[src/rtl/ps2_key_port_if.sv]
// ps2_key_port_if: groups the raw PS/2 pins and the core-side keyboard port.
// master = device pins plus core ack (stimulus side), slave = ps2_key_port.
// keyboard_in carries status/data; keyboard_ack pops one entry per cycle held.
interface ps2_key_port_if;
    logic        ps2_clock;
    logic        ps2_data;
    logic        keyboard_ack;
    logic [31:0] keyboard_in;

    modport master (
        output ps2_clock,
        output ps2_data,
        output keyboard_ack,
        input  keyboard_in
    );

    modport slave (
        input  ps2_clock,
        input  ps2_data,
        input  keyboard_ack,
        output keyboard_in
    );
endinterface

[src/rtl/ps2_key_port.sv]
// ps2_key_port: PS/2 frame receiver feeding a scancode FIFO read by the core's input port.
// Latency: raw falling edge seen 3 clocks later; byte visible 1 clock after stop edge; pop 1 clock.
// Backpressure: none toward the device; a full FIFO drops the byte and sets sticky overflow.
// Optional macro PS2_PARITY_CHECK_EN: when defined, frames failing odd parity are discarded.
module ps2_key_port #(
    parameter int DEPTH   = 8,
    parameter int TIMEOUT = 5000
) (
    input  logic          clock,
    input  logic          reset,
    ps2_key_port_if.slave kbd
);
    localparam int AW = $clog2(DEPTH);
    localparam int TW = $clog2(TIMEOUT + 1);
    localparam logic [TW-1:0] TMO_MAX  = TW'(TIMEOUT);
    localparam logic [AW:0]   FULL_CNT = (AW + 1)'(DEPTH);

    typedef enum logic [1:0] {S_IDLE, S_DATA, S_PARITY, S_STOP} state_t;

    // Synchronizers and edge register; idle-high so reset never fakes an edge.
    logic ps2c_s1_q, ps2c_s2_q, ps2c_prev_q;
    logic ps2d_s1_q, ps2d_s2_q;
    logic fall;

    // Two-flop synchronizers plus a delayed copy of the synced clock for edge detect.
    always_ff @(posedge clock or posedge reset) begin
        if (reset) begin
            ps2c_s1_q   <= 1'b1;
            ps2c_s2_q   <= 1'b1;
            ps2c_prev_q <= 1'b1;
            ps2d_s1_q   <= 1'b1;
            ps2d_s2_q   <= 1'b1;
        end else begin
            ps2c_s1_q   <= kbd.ps2_clock;
            ps2c_s2_q   <= ps2c_s1_q;
            ps2c_prev_q <= ps2c_s2_q;
            ps2d_s1_q   <= kbd.ps2_data;
            ps2d_s2_q   <= ps2d_s1_q;
        end
    end

    assign fall = ps2c_prev_q & ~ps2c_s2_q;

    // Frame receiver state
    state_t        state_q, state_d;
    logic [2:0]    bit_cnt_q, bit_cnt_d;
    logic [7:0]    shift_q, shift_d;
    logic [TW-1:0] tmo_q, tmo_d;
    logic          accept;
`ifdef PS2_PARITY_CHECK_EN
    logic          parity_q, parity_d;
`endif

    // Receiver register bank
    always_ff @(posedge clock or posedge reset) begin
        if (reset) begin
            state_q   <= S_IDLE;
            bit_cnt_q <= '0;
            shift_q   <= '0;
            tmo_q     <= '0;
`ifdef PS2_PARITY_CHECK_EN
            parity_q  <= 1'b0;
`endif
        end else begin
            state_q   <= state_d;
            bit_cnt_q <= bit_cnt_d;
            shift_q   <= shift_d;
            tmo_q     <= tmo_d;
`ifdef PS2_PARITY_CHECK_EN
            parity_q  <= parity_d;
`endif
        end
    end

    // Next-state: advance one frame bit per PS/2 falling edge, abandon a stalled frame.
    always_comb begin
        state_d   = state_q;
        bit_cnt_d = bit_cnt_q;
        shift_d   = shift_q;
        tmo_d     = tmo_q;
        accept    = 1'b0;
`ifdef PS2_PARITY_CHECK_EN
        parity_d  = parity_q;
`endif
        // Gap counter saturates at TIMEOUT; a real edge always restarts it.
        if (state_q == S_IDLE || fall) begin
            tmo_d = '0;
        end else if (tmo_q != TMO_MAX) begin
            tmo_d = tmo_q + TW'(1);
        end

        case (state_q)
            S_IDLE: begin
                if (fall && !ps2d_s2_q) begin
                    state_d   = S_DATA;
                    bit_cnt_d = '0;
                end
            end
            S_DATA: begin
                if (fall) begin
                    shift_d   = {ps2d_s2_q, shift_q[7:1]};
                    bit_cnt_d = bit_cnt_q + 3'd1;
                    if (bit_cnt_q == 3'd7) begin
                        state_d = S_PARITY;
                    end
                end
            end
            S_PARITY: begin
                if (fall) begin
`ifdef PS2_PARITY_CHECK_EN
                    parity_d = ps2d_s2_q;
`endif
                    state_d  = S_STOP;
                end
            end
            S_STOP: begin
                if (fall) begin
`ifdef PS2_PARITY_CHECK_EN
                    accept = ps2d_s2_q & (^{shift_q, parity_q});
`else
                    accept = ps2d_s2_q;
`endif
                    state_d = S_IDLE;
                end
            end
            default: state_d = S_IDLE;
        endcase

        if (state_q != S_IDLE && !fall && tmo_q == TMO_MAX) begin
            state_d = S_IDLE;
        end
    end

    // Scancode FIFO
    logic [7:0]    mem [DEPTH];
    logic [AW-1:0] rd_ptr_q, wr_ptr_q;
    logic [AW:0]   cnt_q;
    logic          ovf_q;
    logic          empty, full, pop, push, drop;

    assign empty = (cnt_q == '0);
    assign full  = (cnt_q == FULL_CNT);
    assign pop   = kbd.keyboard_ack & ~empty;
    // A simultaneous pop frees the slot, so a full FIFO can still take the byte.
    assign push  = accept & (~full | pop);
    assign drop  = accept & full & ~pop;

    // Storage is not reset; the head is masked whenever the FIFO is empty.
    always_ff @(posedge clock) begin
        if (push) begin
            mem[wr_ptr_q] <= shift_q;
        end
    end

    // Pointers, occupancy and sticky overflow; a drop wins over an ack clear.
    always_ff @(posedge clock or posedge reset) begin
        if (reset) begin
            rd_ptr_q <= '0;
            wr_ptr_q <= '0;
            cnt_q    <= '0;
            ovf_q    <= 1'b0;
        end else begin
            if (pop)  rd_ptr_q <= rd_ptr_q + AW'(1);
            if (push) wr_ptr_q <= wr_ptr_q + AW'(1);
            case ({push, pop})
                2'b10:   cnt_q <= cnt_q + (AW + 1)'(1);
                2'b01:   cnt_q <= cnt_q - (AW + 1)'(1);
                default: cnt_q <= cnt_q;
            endcase
            if (drop) begin
                ovf_q <= 1'b1;
            end else if (kbd.keyboard_ack) begin
                ovf_q <= 1'b0;
            end
        end
    end

    assign kbd.keyboard_in = {~empty, ovf_q, 22'd0, empty ? 8'h00 : mem[rd_ptr_q]};

endmodule
[src/flat_wrapper.sv]
// flat-port wrapper written by rule: the top's interface ports become plain ports
module ps2_key_port_flat 
#(
    parameter int DEPTH   = 8,
    parameter int TIMEOUT = 5000
)
  (clock, reset, kbd_ps2_clock, kbd_ps2_data, kbd_keyboard_ack, kbd_keyboard_in);
  ps2_key_port_if kbd_i ();
  input  logic clock;
  input  logic reset;
  input wire logic [$bits(kbd_i.ps2_clock)-1:0] kbd_ps2_clock;
  input wire logic [$bits(kbd_i.ps2_data)-1:0] kbd_ps2_data;
  input wire logic [$bits(kbd_i.keyboard_ack)-1:0] kbd_keyboard_ack;
  output wire logic [$bits(kbd_i.keyboard_in)-1:0] kbd_keyboard_in;
  assign kbd_i.ps2_clock = kbd_ps2_clock;
  assign kbd_i.ps2_data = kbd_ps2_data;
  assign kbd_i.keyboard_ack = kbd_keyboard_ack;
  assign kbd_keyboard_in = kbd_i.keyboard_in;
  ps2_key_port #(.DEPTH(DEPTH), .TIMEOUT(TIMEOUT)) u_core (.clock(clock), .reset(reset), .kbd(kbd_i));
endmodule
[config.mk]
export PLATFORM = sky130hd
export DESIGN_NAME = ps2_key_port_flat
export DESIGN_NICKNAME = d
export VERILOG_FILES = /design/src/rtl/ps2_key_port_if.sv /design/src/rtl/ps2_key_port.sv /design/src/flat_wrapper.sv
export SDC_FILE = /design/constraint.sdc
export NUM_CORES = 1
export LEC_CHECK = 0
export BUFFER_PORTS_ARGS = -buffer_cell sky130_fd_sc_hd__buf_2
export CORE_ASPECT_RATIO = 0.5
export CORE_MARGIN = 2
export CORE_UTILIZATION = 45
export CTS_CLUSTER_SIZE = 25
export DETAILED_ROUTE_END_ITERATION = 10
export GPL_TIMING_DRIVEN = 1
export MAX_ROUTING_LAYER = met4
export PLACE_DENSITY = 0.68
export SLEW_MARGIN = 20
export SYNTH_ARGS = -nofsm -noshare
export SYNTH_HDL_FRONTEND = slang
export SYNTH_SLANG_ARGS = --single-unit
[constraint.sdc]
create_clock -name clock -period 2.6 [get_ports clock]
set_input_delay 0.52 -clock clock [delete_from_list [all_inputs] [get_ports clock]]
set_output_delay 0.52 -clock clock [all_outputs]
set_load 0.05 [all_outputs]
==> results of run 1 <==
[final cells by class]
cell class | count | area (um2) | area share [%]
flip-flops and latches | 106 | 2980 | 56.9
multi-input cells | 194 | 1590 | 30.4
clock buffers | 10 | 229 | 4.37
well taps | 140 | 175 | 3.35
repair buffers | 25 | 165 | 3.15
clock inverters | 6 | 48.8 | 0.932
inverters | 12 | 45.0 | 0.860
[sequential cells by signal (all words and copies together), names as in the netlist]
name / count
u_core.cnt_q: 4
u_core.ps2c_prev_q: 1
u_core.shift_q: 8
u_core.ovf_q: 1
u_core.wr_ptr_q: 3
u_core.bit_cnt_q: 3
u_core.state_q: 2
u_core.mem: 64
u_core.ps2c_s2_q: 1
u_core.tmo_q: 13
u_core.ps2c_s1_q: 1
u_core.ps2d_s2_q: 1
u_core.rd_ptr_q: 3
u_core.ps2d_s1_q: 1
[per-layer routing]
layer | share of wire, % | vias to the layer above | global-route usage, %
met5 | 0 | - | -
met1 | 45 | 1269 | 20.1
li1 | - | 1216 | -
met2 | 49 | 50 | 25.2
met4 | 1.5 | 0 | 5.66
met3 | 3.9 | 13 | 3.51
[worst max-delay path by stage]
| stage | slack, ns | cells past startpoint | to | from |
|---|---|---|---|---|
| after floorplan | 0.16 | 4 | u_core.mem[2][0] | u_core.state_q[0] |
| after global placement | 0.42 | 4 | kbd_keyboard_in[4] | u_core.rd_ptr_q[1] |
| after detailed placement | 0.39 | 4 | kbd_keyboard_in[0] | u_core.rd_ptr_q[1] |
| after CTS | 0.02 | 4 | kbd_keyboard_in[4] | u_core.rd_ptr_q[1] |
| after global routing | 0.12 | 5 | kbd_keyboard_in[0] | u_core.rd_ptr_q[0] |
| final | 0.23 | 5 | kbd_keyboard_in[4] | u_core.rd_ptr_q[0] |
[kinds of logic after synthesis]
logic type / after synthesis / synth area share [%]
AO/OA/AOI/OAI: 29 / 4.39
XOR/XNOR: 14 / 2.56
adder cells (fa/ha/maj): 11 / 2.88
buffers and inverters: 49 / 6.14
flip-flops: 106 / 62.2
multiplexers: 37 / 12.3
other: 1 / 0.0784
AND/OR/NAND/NOR: 81 / 9.44
[critical path, stage by stage (launching register included)]
cell     delay (ns)
dfrtp_1        0.37
buf_12         0.19
mux4_2         0.50
mux2i_1        0.16
nor2_1         0.06
buf_2          0.21
[per-stage QoR]
stage | cell area (um2) | cells | worst slack (ns) | hold slack, ns | power [mW]
floorplan | 4860 | 349 | 0.161 | 0.345 | 4.01
global placement | 4960 | 477 | 0.424 | 0.349 | 4.31
detailed placement | 4960 | 477 | 0.390 | 0.349 | 4.40
CTS | 5230 | 493 | 0.0166 | 0.262 | 5.68
global route | 5240 | 493 | 0.121 | 0.261 | 5.95
finish | 5240 | 493 | 0.228 | 0.273 | 5.61
[cells in the mapped netlist, types with 2 or more instances]
master and instances:
inv_1 12, mux4_2 16, buf_6 2, buf_4 24
mux2_2 9, clkbuf_1 5, and3_1 2, nor4b_1 4
dfrtp_1 37, edfxtp_1 64, buf_2 2, ha_1 11
nand4_1 4, nor2_1 20, nor4_1 2, a21oi_1 8
o32ai_1 2, clkbuf_2 2, nand3_1 7, xor2_1 5
nor3b_1 2, buf_1 2, or3_1 2, dfstp_2 5
nor2b_1 2, xnor2_1 9, nand2b_1 4, a31oi_1 2
mux2i_1 11, nand2_1 16, and2_1 2, o21ai_0 4
nor3_1 9, a31o_2 3
[power groups by stage]
stage | Combinational, mW | Sequential, mW | Clock (mW)
final | 1.83 | 2.51 | 1.27
after CTS | 1.87 | 2.51 | 1.30
after global routing | 2.00 | 2.56 | 1.38
after floorplan | 1.71 | 2.30 | 0
after detailed placement | 1.86 | 2.54 | 0
after global placement | 1.81 | 2.50 | 0
[repair_timing]
action | CTS | global route
buffers inserted | 0 | 0
endpoints found under the setup margin | 0 | 8
endpoints found under the hold margin | 0 | 0
gates resized for setup | 0 | 1
==> impl_metrics.json, run 1 <==
{
  "status": "finished clean",
  "synth_cell_type_count": 51,
  "synth_edf_count": 64,
  "tightest_slew_ns": 0.582,
  "r2r-start": "u_core.state_q[0]",
  "clock_sinks": 106,
  "slew_headroom_pct": 61.2,
  "drc_errors": 0,
  "cts_tree": "built",
  "drv_slew": 0,
  "wl_per_cell_um": 16.5,
  "required_ns": 2.08,
  "ctsHoldBuffers": 0,
  "synth_warnings": 0,
  "dieArea_um2": 11500,
  "setup-violations-final": 0,
  "reg2reg_to": "u_core.mem[3][3]",
  "min_period_ns": 2.37,
  "initialDrtViolationCount": 188,
  "grt_pass1_vias": 2580,
  "p_sw_share_pct": 37.3,
  "cts_root_buffer": "clkbuf_16",
  "internal-power_mw": 3.52,
  "hp-class": "in -> reg",
  "drt_wl_total_um": 8110,
  "fill_cells": 856,
  "ys_async_sr_fraction_pct": 39.6,
  "synth_top_cell_by_area": "edfxtp_1",
  "grt.overflow.total": 0,
  "nets": 364,
  "netlist_instances": 328,
  "pwr-share-seq_pct": 44.7,
  "antenna_found_initial": 0,
  "io_buffers": 14,
  "clkPwrFrac_pct": 22.6,
  "synthesis.area_um2": 4790,
  "drtAntennaViolNets": 0,
  "clock_latency_ns": 0.35,
  "die_y_um": 76.9,
  "p_leak_nw": 2.00,
  "post-route-period-util_pct": 91.2,
  "p_comb_share_pct": 32.7,
  "vias_per_cell": 5.17,
  "grt_start_max_net_pins": 43,
  "synth_top_area_share_pct": 40.2,
  "power_density_nw_per_um2": 1070,
  "finClkSkew_ns": 0.00809,
  "grt_usage_pct": 15.8,
  "min_from": "kbd_ps2_clock",
  "area_delta_synth_final_pct": 9.39,
  "synth_seq_cells": 106,
  "worstRegToRegCells": 6,
  "worstHoldEndpoint": "u_core.ps2c_s1_q",
  "grt_pass1_wl_um": 13300,
  "via_count": 2548,
  "crit_fanout": 18,
  "rsz0062_at_grt": "false",
  "p_sw_mw": 2.09,
  "cts.htree.levels": 3,
  "dp_hpwl_um": 5240,
  "arrival_ns": 1.85,
  "reg2reg_setup_slack_ns": 0.42,
  "initial_core_util_pct": 46.6,
  "final_util_pct": 50.9,
  "pin_count": 37,
  "final_common_cell": "edfxtp_1",
  "synth_ff_type": "edfxtp_1",
  "clock.fmax_mhz": 422,
  "die-width_um": 150,
  "rows": 26,
  "tns_ns": 0,
  "first_pass_iters": 4,
  "core-area_um2": 10300,
  "clockBufferDepth": 2,
  "max_cap_violations": 0,
  "cp-start-kind": "register",
  "crit_path_end_kind": "output pin",
  "diodes": 0,
  "report.final.hold_viol_count": 0,
  "place_congestion": 0.801,
  "path_clk_slew_ns": 0.07,
  "worstSetupPathType": "reg -> out",
  "layout_common_cells": "64 x edfxtp_1, 36 x dfrtp_1, 22 x conb_1",
  "synthTopCellsByArea": "edfxtp_1 40%, dfrtp_1 19%, mux4_2 7.5%, buf_4 3.8%, ha_1 2.9%",
  "cts_buffers": 9,
  "avgSynthCellArea_um2": 14.6,
  "seq_area_frac_synth_pct": 62.2,
  "holdPathStages": 1,
  "layout-drive-gt1-share_pct": 22.9,
  "ir_worst_vdd_uv": 453
}
(Power assumes the default switching activity.)
==> run 2, diff against run 1 <==
==> constraint.sdc (replaced) <==
create_clock -name clock -period 2.6 [get_ports clock]
set_input_delay 0.52 -clock clock [delete_from_list [all_inputs] [get_ports clock]]
set_output_delay 0.52 -clock clock [all_outputs]
set_load 0.01 [all_outputs]
==> impl_metrics.json, run 2 (synthesized netlist as in run 1, its figures left out) <==
{
  "p_leak_nw": 2.00,
  "dieArea_um2": 11500,
  "cp-start-kind": "register",
  "tightest_slew_ns": 0.735,
  "via_count": 2609,
  "setup-violations-final": 0,
  "die-width_um": 150,
  "worstRegToRegCells": 6,
  "max_stage_delay_ns": 0.82,
  "drc_errors": 0,
  "reg2reg_setup_slack_ns": 0.44,
  "final_common_cell": "edfxtp_1",
  "cts_resized": 0,
  "finClkSkew_ns": 0.00580,
  "multi_input_area_um2": 1590,
  "drv_slew": 0,
  "layout_common_cells": "64 x edfxtp_1, 37 x dfrtp_1, 22 x conb_1",
  "clock.fmax_mhz": 406,
  "worstSetupPathType": "reg -> out",
  "reg2reg_to": "u_core.mem[3][7]",
  "hp-class": "in -> reg",
  "largest_reg_flops": 64,
  "p_sw_mw": 1.68,
  "clock_sinks": 106,
  "cts_root_buffer": "clkbuf_16",
  "area_delta_synth_final_pct": 9.25,
  "diodes": 0,
  "place_ws_ns": 0.447,
  "io_buffers": 14,
  "arrival_ns": 1.94,
  "required_ns": 2.08,
  "cts_setup_buffers": 0,
  "drtAntennaViolNets": 0,
  "initial_core_util_pct": 46.6,
  "cp_top_family": "flip-flops",
  "status": "finished clean",
  "nets": 364,
  "rows": 26,
  "core-area_um2": 10300,
  "fin_total_pwr_mw": 5.18,
  "layout-drive-gt1-share_pct": 22.7,
  "cts_tree": "built",
  "die_y_um": 76.9,
  "crit_fanout": 18,
  "dp_hpwl_um": 5270,
  "grt_pass1_wl_um": 13600,
  "slew_headroom_pct": 51.0,
  "min_period_ns": 2.46,
  "regMostFlops": "u_core.mem",
  "crit_path_top_delay_cell": "dfrtp_1",
  "clkPwrFrac_pct": 24.8,
  "antenna_found_initial": 0,
  "grt.overflow.total": 0,
  "internal-power_mw": 3.50,
  "crit_path_end_kind": "output pin",
  "tns_ns": 0,
  "layout_setup_ws_ns": 0.135,
  "r2r-start": "u_core.state_q[0]",
  "cp_num_cells": 4,
  "grt_start_max_net_pins": 43,
  "drt_wl_total_um": 8070,
  "ctsHoldBuffers": 0,
  "max_cap_violations": 0,
  "path_cells": "mux4_2 > mux2i_1 > nor2_1 > buf_2",
  "path_clk_slew_ns": 0.07,
  "ir_worst_vdd_uv": 370,
  "wl_per_cell_um": 16.4,
  "report.final.hold_viol_count": 0,
  "final_util_pct": 50.9,
  "p_comb_share_pct": 26.9,
  "post-route-period-util_pct": 94.8,
  "vias_per_cell": 5.29,
  "clockBufferDepth": 2,
  "first_pass_iters": 4,
  "cts.htree.levels": 3,
  "grt_usage_pct": 16.2,
  "pin_count": 37,
  "power_density_nw_per_um2": 991,
  "place_congestion": 0.797,
  "hold_ws_ns": 0.271,
  "rsz0062_at_grt": "false",
  "clock_latency_ns": 0.34,
  "endpoint": "kbd_keyboard_in[3]",
  "regArea_um2": 2980,
  "fill_cells": 897,
  "grt_pass1_vias": 2635,
  "largestRegisters": "u_core.mem: 64 flops, u_core.tmo_q: 13 flops, u_core.shift_q: 8 flops",
  "path_buf_inv": 1,
  "cts_buffers": 9,
  "critPathLaunch": "u_core.rd_ptr_q[1]",
  "pwr-share-seq_pct": 48.3,
  "initialDrtViolationCount": 116,
  "p_sw_share_pct": 32.5
}
==> run 2: power by group through the flow <==
stage / registers, mW / logic, mW / clock network (mW)
4_1_cts: 2.50 / 1.42 / 1.33
3_3_place_gp: 2.50 / 1.36 / 0
5_1_grt: 2.55 / 1.57 / 1.41
2_1_floorplan: 2.30 / 1.29 / 0
3_5_place_dp: 2.54 / 1.42 / 0
6_report: 2.50 / 1.39 / 1.28
==> run 2: how the worst min path moves through the flow <==
stage	endpoint	start	cells after the start	slack (ns)
finish	u_core.ps2d_s1_q	kbd_ps2_data	1	0.27
global route	u_core.ps2d_s1_q	kbd_ps2_data	1	0.25
CTS	u_core.ps2d_s1_q	kbd_ps2_data	1	0.25
detailed placement	u_core.ps2d_s2_q	u_core.ps2d_s1_q	0	0.35
global placement	u_core.ps2d_s2_q	u_core.ps2d_s1_q	0	0.35
floorplan	u_core.ps2c_s2_q	u_core.ps2c_s1_q	0	0.35
==> run 2: cell type report <==
class | count | share of cell area [%]
multi-input cells | 194 | 30.4
inverters | 12 | 0.861
flip-flops and latches | 106 | 57.0
repair buffers | 25 | 2.92
clock inverters | 7 | 1.15
well taps | 140 | 3.35
clock buffers | 9 | 4.31
==> run 2: per-stage QoR <==
step	instances	cell area [um2]
2_1_floorplan	349	4860
3_3_place_gp	477	4940
3_5_place_dp	477	4940
4_1_cts	493	5230
5_1_grt	493	5230
6_report	493	5230
==> run 2: per-layer routing <==
| metal | up-vias | global-route usage (%) | part of all wire (%) |
|---|---|---|---|
| li1 | 1208 | - | - |
| met1 | 1334 | 19.8 | 45 |
| met2 | 58 | 26.0 | 50 |
| met3 | 9 | 4.46 | 3.5 |
| met4 | 0 | 5.94 | 1.4 |
| met5 | - | - | 0 |
==> run 2: worst reg2reg max path, delay by kind of cell, from the launching register on <==
kind,cells,cell delay [ns]
AO/OA/AOI/OAI,1,0.35
adder cells (fa/ha/maj),1,0.28
buffers and inverters,1,0.24
flip-flops,1,0.40
AND/OR/NAND/NOR,3,0.60
